File: src/rtl/mc_controller.sv
// Multicycle RV32I control unit: a Moore FSM that sequences the shared memory
// port, ALU and register file, with a memory-ready handshake in FETCH/MEMREAD/MEMWRITE.
module mc_controller (
  input  logic       clk,
  input  logic       reset,
  input  logic [6:0] op,
  input  logic [2:0] funct3,
  input  logic       funct7b5,
  input  logic       Zero,
  input  logic       MemReady,
  output logic       PCWrite,
  output logic       AdrSrc,
  output logic       MemWrite,
  output logic       IRWrite,
  output logic       RegWrite,
  output logic [1:0] ResultSrc,
  output logic [1:0] ALUSrcA,
  output logic [1:0] ALUSrcB,
  output logic [2:0] ImmSrc,
  output logic [3:0] ALUControl,
  output logic       InstrDone,
  output logic       Illegal
);

  typedef enum logic [3:0] {
    S_FETCH    = 4'd0,
    S_DECODE   = 4'd1,
    S_MEMADR   = 4'd2,
    S_MEMREAD  = 4'd3,
    S_MEMWB    = 4'd4,
    S_MEMWRITE = 4'd5,
    S_EXECR    = 4'd6,
    S_EXECI    = 4'd7,
    S_ALUWB    = 4'd8,
    S_BRANCH   = 4'd9,
    S_JAL      = 4'd10,
    S_JALRADR  = 4'd11,
    S_JALR     = 4'd12,
    S_LUI      = 4'd13,
    S_AUIPC    = 4'd14,
    S_ERROR    = 4'd15
  } state_t;

  localparam logic [6:0] OP_LW    = 7'b0000011;
  localparam logic [6:0] OP_SW    = 7'b0100011;
  localparam logic [6:0] OP_R     = 7'b0110011;
  localparam logic [6:0] OP_I     = 7'b0010011;
  localparam logic [6:0] OP_BR    = 7'b1100011;
  localparam logic [6:0] OP_JAL   = 7'b1101111;
  localparam logic [6:0] OP_JALR  = 7'b1100111;
  localparam logic [6:0] OP_LUI   = 7'b0110111;
  localparam logic [6:0] OP_AUIPC = 7'b0010111;

  state_t state_q, state_d;

  logic       alu_f3_ok;
  logic [3:0] alu_funct;
  logic       pc_wr, ir_wr, mem_wr, reg_wr, done;

  always_ff @(posedge clk) begin
    if (reset) state_q <= S_FETCH;
    else       state_q <= state_d;
  end

  always_comb begin
    alu_f3_ok = 1'b1;
    alu_funct = 4'b0000;
    case (funct3)
      3'b000:  alu_funct = (op[5] & funct7b5) ? 4'b0001 : 4'b0000;
      3'b010:  alu_funct = 4'b0101;
      3'b110:  alu_funct = 4'b0011;
      3'b111:  alu_funct = 4'b0010;
      default: alu_f3_ok = 1'b0;
    endcase
  end

  always_comb begin
    state_d    = state_q;
    pc_wr      = 1'b0;
    ir_wr      = 1'b0;
    mem_wr     = 1'b0;
    reg_wr     = 1'b0;
    done       = 1'b0;
    AdrSrc     = 1'b0;
    ResultSrc  = 2'b00;
    ALUSrcA    = 2'b00;
    ALUSrcB    = 2'b00;
    ImmSrc     = 3'b000;
    ALUControl = 4'b0000;
    Illegal    = 1'b0;
    case (state_q)
      S_FETCH: begin
        ALUSrcB   = 2'b10;
        ResultSrc = 2'b10;
        if (MemReady) begin
          ir_wr   = 1'b1;
          pc_wr   = 1'b1;
          state_d = S_DECODE;
        end
      end
      S_DECODE: begin
        ALUSrcA = 2'b01;
        ALUSrcB = 2'b01;
        ImmSrc  = (op == OP_JAL) ? 3'b011 : 3'b010;
        case (op)
          OP_LW, OP_SW: state_d = (funct3 == 3'b010) ? S_MEMADR : S_ERROR;
          OP_R:         state_d = alu_f3_ok ? S_EXECR : S_ERROR;
          OP_I:         state_d = alu_f3_ok ? S_EXECI : S_ERROR;
          OP_BR:        state_d = (funct3[2:1] == 2'b00) ? S_BRANCH : S_ERROR;
          OP_JAL:       state_d = S_JAL;
          OP_JALR:      state_d = S_JALRADR;
          OP_LUI:       state_d = S_LUI;
          OP_AUIPC:     state_d = S_AUIPC;
          default:      state_d = S_ERROR;
        endcase
      end
      S_MEMADR: begin
        ALUSrcA = 2'b10;
        ALUSrcB = 2'b01;
        ImmSrc  = op[5] ? 3'b001 : 3'b000;
        state_d = op[5] ? S_MEMWRITE : S_MEMREAD;
      end
      S_MEMREAD: begin
        AdrSrc = 1'b1;
        if (MemReady) state_d = S_MEMWB;
      end
      S_MEMWB: begin
        ResultSrc = 2'b01;
        reg_wr    = 1'b1;
        done      = 1'b1;
        state_d   = S_FETCH;
      end
      S_MEMWRITE: begin
        AdrSrc = 1'b1;
        mem_wr = 1'b1;
        if (MemReady) begin
          done    = 1'b1;
          state_d = S_FETCH;
        end
      end
      S_EXECR: begin
        ALUSrcA    = 2'b10;
        ALUControl = alu_funct;
        state_d    = S_ALUWB;
      end
      S_EXECI: begin
        ALUSrcA    = 2'b10;
        ALUSrcB    = 2'b01;
        ALUControl = alu_funct;
        state_d    = S_ALUWB;
      end
      S_ALUWB: begin
        reg_wr  = 1'b1;
        done    = 1'b1;
        state_d = S_FETCH;
      end
      S_BRANCH: begin
        ALUSrcA    = 2'b10;
        ALUControl = 4'b0001;
        pc_wr      = Zero ^ funct3[0];
        done       = 1'b1;
        state_d    = S_FETCH;
      end
      S_JAL, S_JALR: begin
        ALUSrcA = 2'b01;
        ALUSrcB = 2'b10;
        pc_wr   = 1'b1;
        state_d = S_ALUWB;
      end
      S_JALRADR: begin
        ALUSrcA = 2'b10;
        ALUSrcB = 2'b01;
        state_d = S_JALR;
      end
      S_LUI: begin
        ALUSrcB    = 2'b01;
        ImmSrc     = 3'b100;
        ALUControl = 4'b1011;
        state_d    = S_ALUWB;
      end
      S_AUIPC: begin
        ALUSrcA = 2'b01;
        ALUSrcB = 2'b01;
        ImmSrc  = 3'b100;
        state_d = S_ALUWB;
      end
      default: Illegal = 1'b1;
    endcase
  end

  // Reset gates every write so an abandoned instruction commits nothing.
  assign PCWrite   = pc_wr  & ~reset;
  assign IRWrite   = ir_wr  & ~reset;
  assign MemWrite  = mem_wr & ~reset;
  assign RegWrite  = reg_wr & ~reset;
  assign InstrDone = done   & ~reset;

endmodule

File: config.mk
export PLATFORM = sky130hd
export DESIGN_NAME = mc_controller
export DESIGN_NICKNAME = d
export VERILOG_FILES = /design/src/rtl/mc_controller.sv
export SDC_FILE = /design/constraint.sdc
export NUM_CORES = 1
export LEC_CHECK = 0
export ABC_AREA = 1
export ABC_CLOCK_PERIOD_IN_PS = 1300
export BUFFER_PORTS_ARGS = -buffer_cell sky130_fd_sc_hd__buf_2
export CAP_MARGIN = 40
export CORE_UTILIZATION = 43
export CTS_BUF_LIST = sky130_fd_sc_hd__clkbuf_8
export DETAILED_ROUTE_END_ITERATION = 16
export PLACE_DENSITY = 0.78
export SLEW_MARGIN = 15
export SYNTH_ARGS = -nofsm -noshare
export SYNTH_HDL_FRONTEND = slang
export SYNTH_SLANG_ARGS = --single-unit
File: constraint.sdc
create_clock -name clk -period 1.3 [get_ports clk]
set_clock_uncertainty 0.05 [all_clocks]
set_input_delay 0.065 -clock clk [delete_from_list [all_inputs] [get_ports clk]]
set_output_delay 0.065 -clock clk [all_outputs]
set_load 0.02 [all_outputs]
==> run summary, run 1 <==
Status: did not finish
Largest net degree at the start of global routing: 7
WEP type: output port
Cells after synthesis: 148
Post-Syn Area: 738.2 um^2
Err: [ERROR DPL-0038] Utilization greater than 100%, impossible to legalize
Gpl congestion: 0.9706
Pre-CTS setup slack: -0.1439 ns
Yosys reg bits: 4
Chip width: 43.44 um
Core Rows: 14
Dpl hpwl: 2049 um
Top cells by area, synth: nand2_1, nor2_1, inv_1, dfxtp_1, nand3_1
Ys async rst share: 0
EDFF count, synth: 0
CTS buffer count: 3
CTS Sinks: 4
Post-synth cell types: 25
PortBufs: 34
Hold_buf cts: 0
Starting Density: 0.4735
Top FF cell, synth: dfxtp_1
Stop stage: global routing
Die Y: 43.44 um
Synth Area per Inst: 4.988 um^2
CTS H-tree lvls: 1
Syn nets: 163
Crit. endpoint post-GRT repair: PCWrite
Seq/Total Area, Yosys: 0.1085
Top Ports: 35
Top-area cell type share of the netlist area: 0.1983
Synthesis warning total: 0
CTS root buf: clkbuf_8
Area leader, netlist: nand2_1
CTS Buffer Depth: 2
-- stage by stage --
step | std cells | hold slack (ns) | area, um^2 | utilization
after CTS | 226 | 0.06266 | 1383 | 0.8868
after detailed placement | 216 | 0.3174 | 1096 | 0.7031
after global placement | 216 | 0.2940 | 1096 | 0.7031
after floorplan | 148 | 0.08407 | 770.7 | -
-- cell families after synthesis --
group                  synth area share
buffers and inverters            0.1475
AO/OA/AOI/OAI                    0.1797
AND/OR/NAND/NOR                  0.5644
flip-flops                       0.1085
-- synthesized netlist by cell type (2+ instances only) --
cell type	n
o21ai_0	9
a21oi_1	5
inv_2	4
nor2_1	29
a31oi_1	3
dfxtp_1	4
nor3_1	2
nand2_1	39
nor2_2	4
nand3_1	10
inv_1	25
-- what timing repair did --
| action | CTS |
|---|---|
| setup endpoints to repair | 22 |
| resized for setup | 65 |
| pin swaps | 13 |
| setup buffers | 7 |
| gates cloned | 0 |
==> run 2: changes to the inputs <==
- ABC_CLOCK_PERIOD_IN_PS: 1300 -> 1700
- CORE_AREA: unset -> 2 2 63 65
- CORE_UTILIZATION: 43 -> unset
- CTS_BUF_LIST: sky130_fd_sc_hd__clkbuf_8 -> unset
- DIE_AREA: unset -> 0 0 65 67
- PLACE_DENSITY: 0.78 -> unset
- PLACE_DENSITY_LB_ADDON: unset -> 0.15
- clock period: 1.3 -> 1.7 ns (I/O delays scaled with it)
==> run summary, run 2 <==
Status: finished, final reports clean
WP data arrival: 1.55 ns
Net load switching power: 0.0008044 W
Top cells by area, synth: nand2_1, nor2_1, inv_1, dfxtp_1, nand3_1
Post-Syn Area: 738.2 um^2
Top Ports: 35
Seq/Total Area, Yosys: 0.1085
Final slew viol count: 0
Top FF cell, synth: dfxtp_1
Placed cells: 231
Gpl congestion: 0.7916
Fin crit share: 0.9892
Hold_buf cts: 0
Fin area: 1054 um^2
DR WL/cell: 10.48 um
Lkg Pwr: 0.5980 nW
PwrDens: 1354 nW/um^2
Share of cells above drive strength 1: 0.3316
Register area: 85.08 um^2
Fmax: 0.5947 GHz
First-pass GRT wire length: 3967 um
Total track usage: 0.1156
Yosys reg bits: 4
CP Capture Type: output pin
Req. time, crit path: 1.56 ns
DRT Pass-1 Iters: 4
Post-synth cell types: 25
CTS root buf: clkbuf_8
Dpl hpwl: 2050 um
Sw Share: 0.5639
Commonest cells post-synth: nand2_1, nor2_1, inv_1
Tmin final: 1.682 ns
Starting Density: 0.2047
Residual DRC: 0
CTS buffer count: 3
Synthesis warning total: 0
# setup viols final: 0
RSZ-0062 raised after global routing: true
Synth Area per Inst: 4.988 um^2
Congestion Overflow GR: 0
CTS H-tree lvls: 1
Die footprint: 4355 um^2
CTS Sinks: 4
Worst Hold Class: in2reg
Worst setup SP type: flip-flop
Gate power share: 0.726
FILL cells: 438
Core Rows: 22
Most common cell after layout, fill and taps aside: nand2_1
Final Non-Filler Cells: 235
Top flop regs: state_q: 4 flops
Area Overhead vs Synth: 42.71%
Area leader, netlist: nand2_1
Worst rel slew slack: 0.8232
Max FO, Critical Path: 4
Flop pwr share: 0.136
Ant diodes: 0
Max cap viols: 0
EDFF count, synth: 0
PortBufs: 34
Syn nets: 163
Max reg flops: 4
CTS Buffer Depth: 2
Final ANT Viol Nets: 0
Final net count: 204
Largest net degree at the start of global routing: 7
Vias per cell: 4.302
Initial antenna violation count: 0
Top-area cell type share of the netlist area: 0.1983
Clock share of power: 0.138
Chip width: 65 um
Number of global-route vias before repair: 954
Actual slew at the worst max-slew pin: 0.2624 ns
Power, Total: 0.001426 W
Area of the multi-input gates: 570.5 um^2
Core area: 3606 um^2
Placed Area: 975.9 um^2
Largest reg by FF count: state_q
Cells after synthesis: 148
Total internal power: 0.0006220 W
Commonest cells after routing, fill and taps aside: nand2_1, buf_2, nor2_1, inv_1, nand3_1
Count leader, synth: nand2_1
Clock transition at path regs: 0.03 ns
Final Hold Vio Count: 0
Vias: 1011
CP Class: reg2out
CTS tree: done
Overall routed net length: 2462 um
Die Y: 67 um
Clk_lat worst skew: 0.22 ns
DR iter-0 viols: 55
Ys async rst share: 0
Max IR drop VDD: 0.7049 mV
[run 2: cell counts after synthesis]
Identical to the previous run, type by type.
[run 2: cell families after synthesis]
logic type / share of synthesized area
AND/OR/NAND/NOR: 0.5644
AO/OA/AOI/OAI: 0.1797
flip-flops: 0.1085
buffers and inverters: 0.1475
[run 2: layout make-up]
type / instances / area share
clock buffers: 3 / 0.03919
inverters: 29 / 0.1033
multi-input cells: 115 / 0.5416
flip-flops and latches: 4 / 0.08076
well taps: 48 / 0.05701
repair buffers: 36 / 0.1781
[run 2: what timing repair did]
item	in CTS	in global routing
gates resized for setup	2	9
setup endpoints to repair	1	10
buffers inserted	1	0
pin swaps	1	1
[run 2: per-stage QoR]
step           hold WS [ns]  TNS [ns]  worst slack [ns]    util
4_1_cts             0.07232         0          0.002114  0.2863
3_5_place_dp         0.2922         0            0.1620  0.2706
5_1_grt             0.07038   -0.1396          -0.08064  0.2922
6_report            0.05777         0           0.01836  0.2922
3_3_place_gp         0.3033         0            0.2020  0.2706
2_1_floorplan        0.1041         0            0.1081       -
[run 2: layer usage]
layer  GRT usage  up-vias  part of all wire  wire [um]
li1            -      538                 -          -
met1      0.1387      438              0.44       1080
met2      0.2139       33              0.49       1215
met3     0.02027        2             0.059        146
met4     0.02394        0            0.0077         19
met5           0        -                 0          0
[run 2: power groups by stage]
stage	combinational (W)	sequential (W)	clock [W]
floorplan	0.000705	0.000166	0
global placement	0.00100	0.000175	0
detailed placement	0.000985	0.000176	0
CTS	0.00102	0.000180	0.000200
global route	0.00115	0.000198	0.000204
finish	0.00104	0.000194	0.000197
[run 2: final timing paths]
check | from | endpoint | slack [ns] | depth (start not counted)
max | state_q[0]$_SDFFE_PP0P_ | PCWrite | 0.02 | 6
min | reset | state_q[2]$_SDFFE_PP0P_ | 0.06 | 2
max reg2reg | state_q[1]$_SDFFE_PP0P_ | state_q[2]$_SDFFE_PP0P_ | 0.24 | 10
min reg2reg | state_q[1]$_SDFFE_PP0P_ | state_q[1]$_SDFFE_PP0P_ | 0.56 | 4
[run 2: critical path, stage by stage (launching register included)]
cell	delay [ns]
dfxtp_2	0.34
inv_1	0.07
nor2_2	0.14
nand2_1	0.11
or3b_1	0.36
a31oi_1	0.14
buf_4	0.16
No activity file was read; power rests on OpenSTA's default activity.
==> run 3: changes to the inputs <==
- ABC_AREA: 1 -> 0
- SKIP_LAST_GASP: unset -> 1
==> run summary, run 3 <==
Starting Density: 0.2217
Hold path cells: 2
Die Y: 67 um
Seq/Total Area, Yosys: 0.1002
Congestion Overflow GR: 0
CTS Buffer Depth: 2
Worst Hold Class: in2reg
Largest reg by FF count: state_q
Most common cell after layout, fill and taps aside: buf_2
PwrDens: 1587 nW/um^2
Actual slew at the worst max-slew pin: 0.3436 ns
Top cells by area, synth: dfxtp_1, nor2_1, nand2_1, o21ai_0, nor2b_1
CP Capture Type: output pin
Area Overhead vs Synth: 36.78%
Area of the multi-input gates: 654.4 um^2
Top flop regs: state_q: 4 flops
Max IR drop VDD: 0.4522 mV
Status: finished, final reports clean
Commonest cells after routing, fill and taps aside: buf_2, nor2_1, nand2_1, o21ai_0
Share of cells above drive strength 1: 0.3526
Worst r2r dst: state_q[0]$_SDFFE_PP0P_
Clk_lat worst skew: 0.21 ns
Register area: 81.33 um^2
Lkg Pwr: 0.4932 nW
Top-area cell type share of the netlist area: 0.1002
WHS Endpoint: state_q[0]$_SDFFE_PP0P_
Top Ports: 35
Total track usage: 0.1234
Fmax: 0.6076 GHz
FF-to-FF path depth: 5
Final net count: 173
Final ANT Viol Nets: 0
Post-Syn Area: 799.5 um^2
Vias: 996
Overall routed net length: 2610 um
Fin crit share: 0.9682
Final slew viol count: 0
DR iter-0 viols: 52
CTS Sinks: 4
Max reg flops: 4
CP Class: reg2out
CTS buffer count: 3
CTS root buf: clkbuf_8
Top FF cell, synth: dfxtp_1
Core area: 3606 um^2
DR WL/cell: 12.79 um
Setup TNS: 0 ns
Ant diodes: 0
Synth Area per Inst: 6.448 um^2
Req. time, crit path: 1.56 ns
Initial antenna violation count: 0
Largest net degree at the start of global routing: 16
Syn nets: 139
Clock transition at path regs: 0.03 ns
Cells after synthesis: 124
Chip width: 65 um
Worst rel slew slack: 0.7688
Final Hold Vio Count: 0
Tmin final: 1.646 ns
PortBufs: 34
DRT Pass-1 Iters: 4
Max FO, Critical Path: 12
RSZ-0062 raised after global routing: false
Hold path start: reset
Placed cells: 201
Core Rows: 22
Worst setup startpoint: state_q[3]$_SDFFE_PP0P_
Area leader, netlist: dfxtp_1
Final Non-Filler Cells: 204
CTS H-tree lvls: 1
Postcts setup bufs: 0
Post-synth cell types: 43
CTS tree: done
Ys async rst share: 0
Die footprint: 4355 um^2
# setup viols final: 0
Count leader, synth: nor2_1
Residual DRC: 0
Number of global-route vias before repair: 953
Worst setup SP type: flip-flop
Commonest cells post-synth: nor2_1, nand2_1, o21ai_0
R2R setup slack: 0.32 ns
Yosys reg bits: 4
Synthesis warning total: 0
Dpl hpwl: 2042 um
Max cap viols: 0
EDFF count, synth: 0
First-pass GRT wire length: 4305 um
FILL cells: 415
Vias per cell: 4.882
Gpl congestion: 0.7970
WP data arrival: 1.51 ns
RR Startpoint: state_q[1]$_SDFFE_PP0P_
-- run 3: cell types whose count changed in the layout (fill, tap and decap cells not counted), moves of 5 or more --
| cell | before | now |
|---|---|---|
| nand2_1 | 38 | 11 |
| nor2b_1 | 0 | 5 |
| nand3_1 | 10 | 3 |
| inv_1 | 25 | 6 |
| nor2_2 | 5 | 0 |
| nor2_1 | 27 | 15 |
-- run 3: worst max-delay path, stage by stage (launching register included) --
cell	delay [ns]
dfxtp_1	0.30
buf_4	0.18
nor2b_1	0.15
nor2_1	0.16
mux2_2	0.36
buf_2	0.16
-- run 3: area by class of cell --
type	instances	area share
clock buffers	3	0.03776
repair buffers	40	0.2059
well taps	48	0.05492
multi-input cells	102	0.5984
flip-flops and latches	4	0.07437
inverters	7	0.02860
-- run 3: layer usage --
metal  vias up  track usage  routed length [um]
met5         -            0                   0
met4         0      0.02394                   8
met3         2      0.02027                 117
met2        26       0.2139                1232
met1       461       0.1606                1252
li1        507            -                   -
-- run 3: what timing repair did --
action,in CTS,in global routing
gates resized for setup,2,8
pin swaps,0,2
hold buffers,0,0
setup endpoints to repair,3,7
-- run 3: how the worst max path moves through the flow --
stage	end
finish	ALUSrcB[0]
global route	PCWrite
global placement	ImmSrc[0]
detailed placement	ALUControl[1]
CTS	ImmSrc[0]
floorplan	ImmSrc[0]
-- run 3: through the flow --
step	hold WS [ns]	total power, W	setup slack, ns	area [um^2]	utilization
after floorplan	0.1012	0.001130	0.01706	805.8	-
after global placement	0.3164	0.001478	0.1895	1017	0.2821
after detailed placement	0.3149	0.001485	0.1796	1017	0.2821
after CTS	0.08852	0.001711	0.0004213	1064	0.2949
after global routing	0.1050	0.001871	0.009674	1094	0.3033
final	0.08854	0.001735	0.05414	1094	0.3033
-- run 3: where the power goes --
group / switching (W) / internal, W
Sequential: 0.0000490 / 0.000135
Combinational: 0.000822 / 0.000534
Clock: 0.0000440 / 0.000150
Total: 0.000915 / 0.000820
-- run 3: kinds of logic after synthesis --
logic type	synth area share
AO/OA/AOI/OAI	0.3020
buffers and inverters	0.1189
flip-flops	0.1002
multiplexers	0.02817
XOR/XNOR	0.03287
AND/OR/NAND/NOR	0.4178
==> run 4: changes to the inputs <==
==> constraint.sdc (replaced) <==
create_clock -name clk -period 1.7 [get_ports clk]
set_clock_uncertainty 0.05 [all_clocks]
set_input_delay 0.34 -clock clk [delete_from_list [all_inputs] [get_ports clk]]
set_output_delay 0.34 -clock clk [all_outputs]
set_load 0.02 [all_outputs]
==> run summary, run 4 (synthesis results as in run 3) <==
Placed cells: 212
Status: complete, but fails checks
Req. time, crit path: 1.31 ns
Failing checks: negative setup slack
Actual slew at the worst max-slew pin: 0.3261 ns
Die footprint: 4355 um^2
CP Capture Type: output pin
Congestion Overflow GR: 0
Core Rows: 22
Hold WS: 0.3980 ns
Overall routed net length: 2807 um
Die Y: 67 um
CTS buffer count: 3
Hold_buf cts: 0
Clock share of power: 0.078
Max FO, Critical Path: 4
CTS root buf: clkbuf_8
Top Ports: 35
# setup viols final: 12
CTS Sinks: 4
Lkg Pwr: 0.6350 nW
Top flop regs: state_q: 4 flops
Net load switching power: 0.001103 W
Commonest cells after routing, fill and taps aside: buf_4, buf_2, buf_6, nor2_1, nand2_1
Initial antenna violation count: 0
Total internal power: 0.001357 W
Ant diodes: 0
Max IR drop VDD: 0.6193 mV
Clk_lat worst skew: 0.21 ns
Final Hold Vio Count: 0
Largest net degree at the start of global routing: 12
First-pass GRT wire length: 4519 um
Gpl congestion: 0.8170
RSZ-0062 raised after global routing: true
Worst Hold Class: in2reg
Total track usage: 0.1306
Vias: 1083
DR iter-0 viols: 46
Setup TNS: -0.9037 ns
Starting Density: 0.2217
Most common cell after layout, fill and taps aside: buf_4
DRT Pass-1 Iters: 4
Worst setup SP type: flip-flop
Power, Total: 0.002460 W
Setup ws final: -0.1450 ns
Dpl hpwl: 2215 um
Fin crit share: 1.085
R2R setup slack: 0.08 ns
Share of cells above drive strength 1: 0.5398
Number of global-route vias before repair: 1036
Max cap viols: 0
Clock transition at path regs: 0.03 ns
FILL cells: 401
DR WL/cell: 12.53 um
Residual DRC: 0
Chip width: 65 um
Sw Share: 0.4484
CTS tree: done
Flop pwr share: 0.075
PwrDens: 1702 nW/um^2
CP Class: reg2out
Core area: 3606 um^2
CTS Buffer Depth: 2
Tmin final: 1.845 ns
Final net count: 193
WP data arrival: 1.45 ns
PortBufs: 34
Fmax: 0.5420 GHz
Max reg flops: 4
Gate power share: 0.847
Area Overhead vs Synth: 80.75%
Final ANT Viol Nets: 0
CTS H-tree lvls: 1
Largest reg by FF count: state_q
Worst rel slew slack: 0.7806
Final Non-Filler Cells: 224
Final slew viol count: 0
Vias per cell: 4.835
==> run 4: cell count changes in the layout (fill, tap and decap cells not counted), sizes merged <==
cell / delta
buf: +20
==> run 4: routing by layer <==
| layer | global-route usage | share of wire | vias up | routed length (um) |
|---|---|---|---|---|
| li1 | - | - | 548 | - |
| met1 | 0.1578 | 0.43 | 505 | 1216 |
| met2 | 0.2461 | 0.52 | 28 | 1470 |
| met3 | 0.01182 | 0.037 | 2 | 103 |
| met4 | 0.03191 | 0.0061 | 0 | 17 |
| met5 | 0 | 0 | - | 0 |
==> run 4: critical path: stages, from the launching register on <==
cell and delay (ns):
dfxtp_2 0.32, or2_1 0.23, buf_6 0.13, nor3_4 0.13, and3_4 0.21, nand2b_4 0.11, buf_6 0.11
==> run 4: power by group through the flow <==
stage          logic (W)  registers (W)  clock network [W]
3_5_place_dp     0.00148       0.000172                  0
5_1_grt          0.00224       0.000192           0.000203
3_3_place_gp     0.00149       0.000172                  0
6_report         0.00208       0.000185           0.000191
4_1_cts          0.00173       0.000179           0.000197
2_1_floorplan    0.00101       0.000152                  0
==> run 4: repair_timing <==
item | in CTS | in global routing
gates resized for setup | 28 | 35
setup endpoints to repair | 14 | 19
pin swaps | 4 | 7
buffers inserted | 2 | 7
==> run 4: final timing paths <==
kind	startpoint	end	cells past startpoint
setup / recovery	state_q[1]$_SDFFE_PP0P_	PCWrite	6
hold / removal	MemReady	state_q[0]$_SDFFE_PP0P_	3
hold reg to reg	state_q[1]$_SDFFE_PP0P_	state_q[1]$_SDFFE_PP0P_	3
setup reg to reg	state_q[1]$_SDFFE_PP0P_	state_q[0]$_SDFFE_PP0P_	7
==> run 4: stage by stage <==
stage | cell area, um^2 | setup slack (ns) | utilization
after floorplan | 832.0 | -0.1671 | -
after global placement | 1126 | 0.02104 | 0.3123
after detailed placement | 1126 | 0.04020 | 0.3123
after CTS | 1272 | -0.1509 | 0.3529
after global routing | 1445 | -0.2137 | 0.4008
final | 1445 | -0.1450 | 0.4008
==> run 4: cell type report <==
cell class | instances | area (um^2) | share of cell area
multi-input combinational | 102 | 765.7 | 0.5299
inverter | 7 | 31.28 | 0.02164
sequential | 4 | 85.08 | 0.05887
tap | 48 | 60.06 | 0.04156
clock buffer | 3 | 41.29 | 0.02857
timing repair buffer | 60 | 461.7 | 0.3195
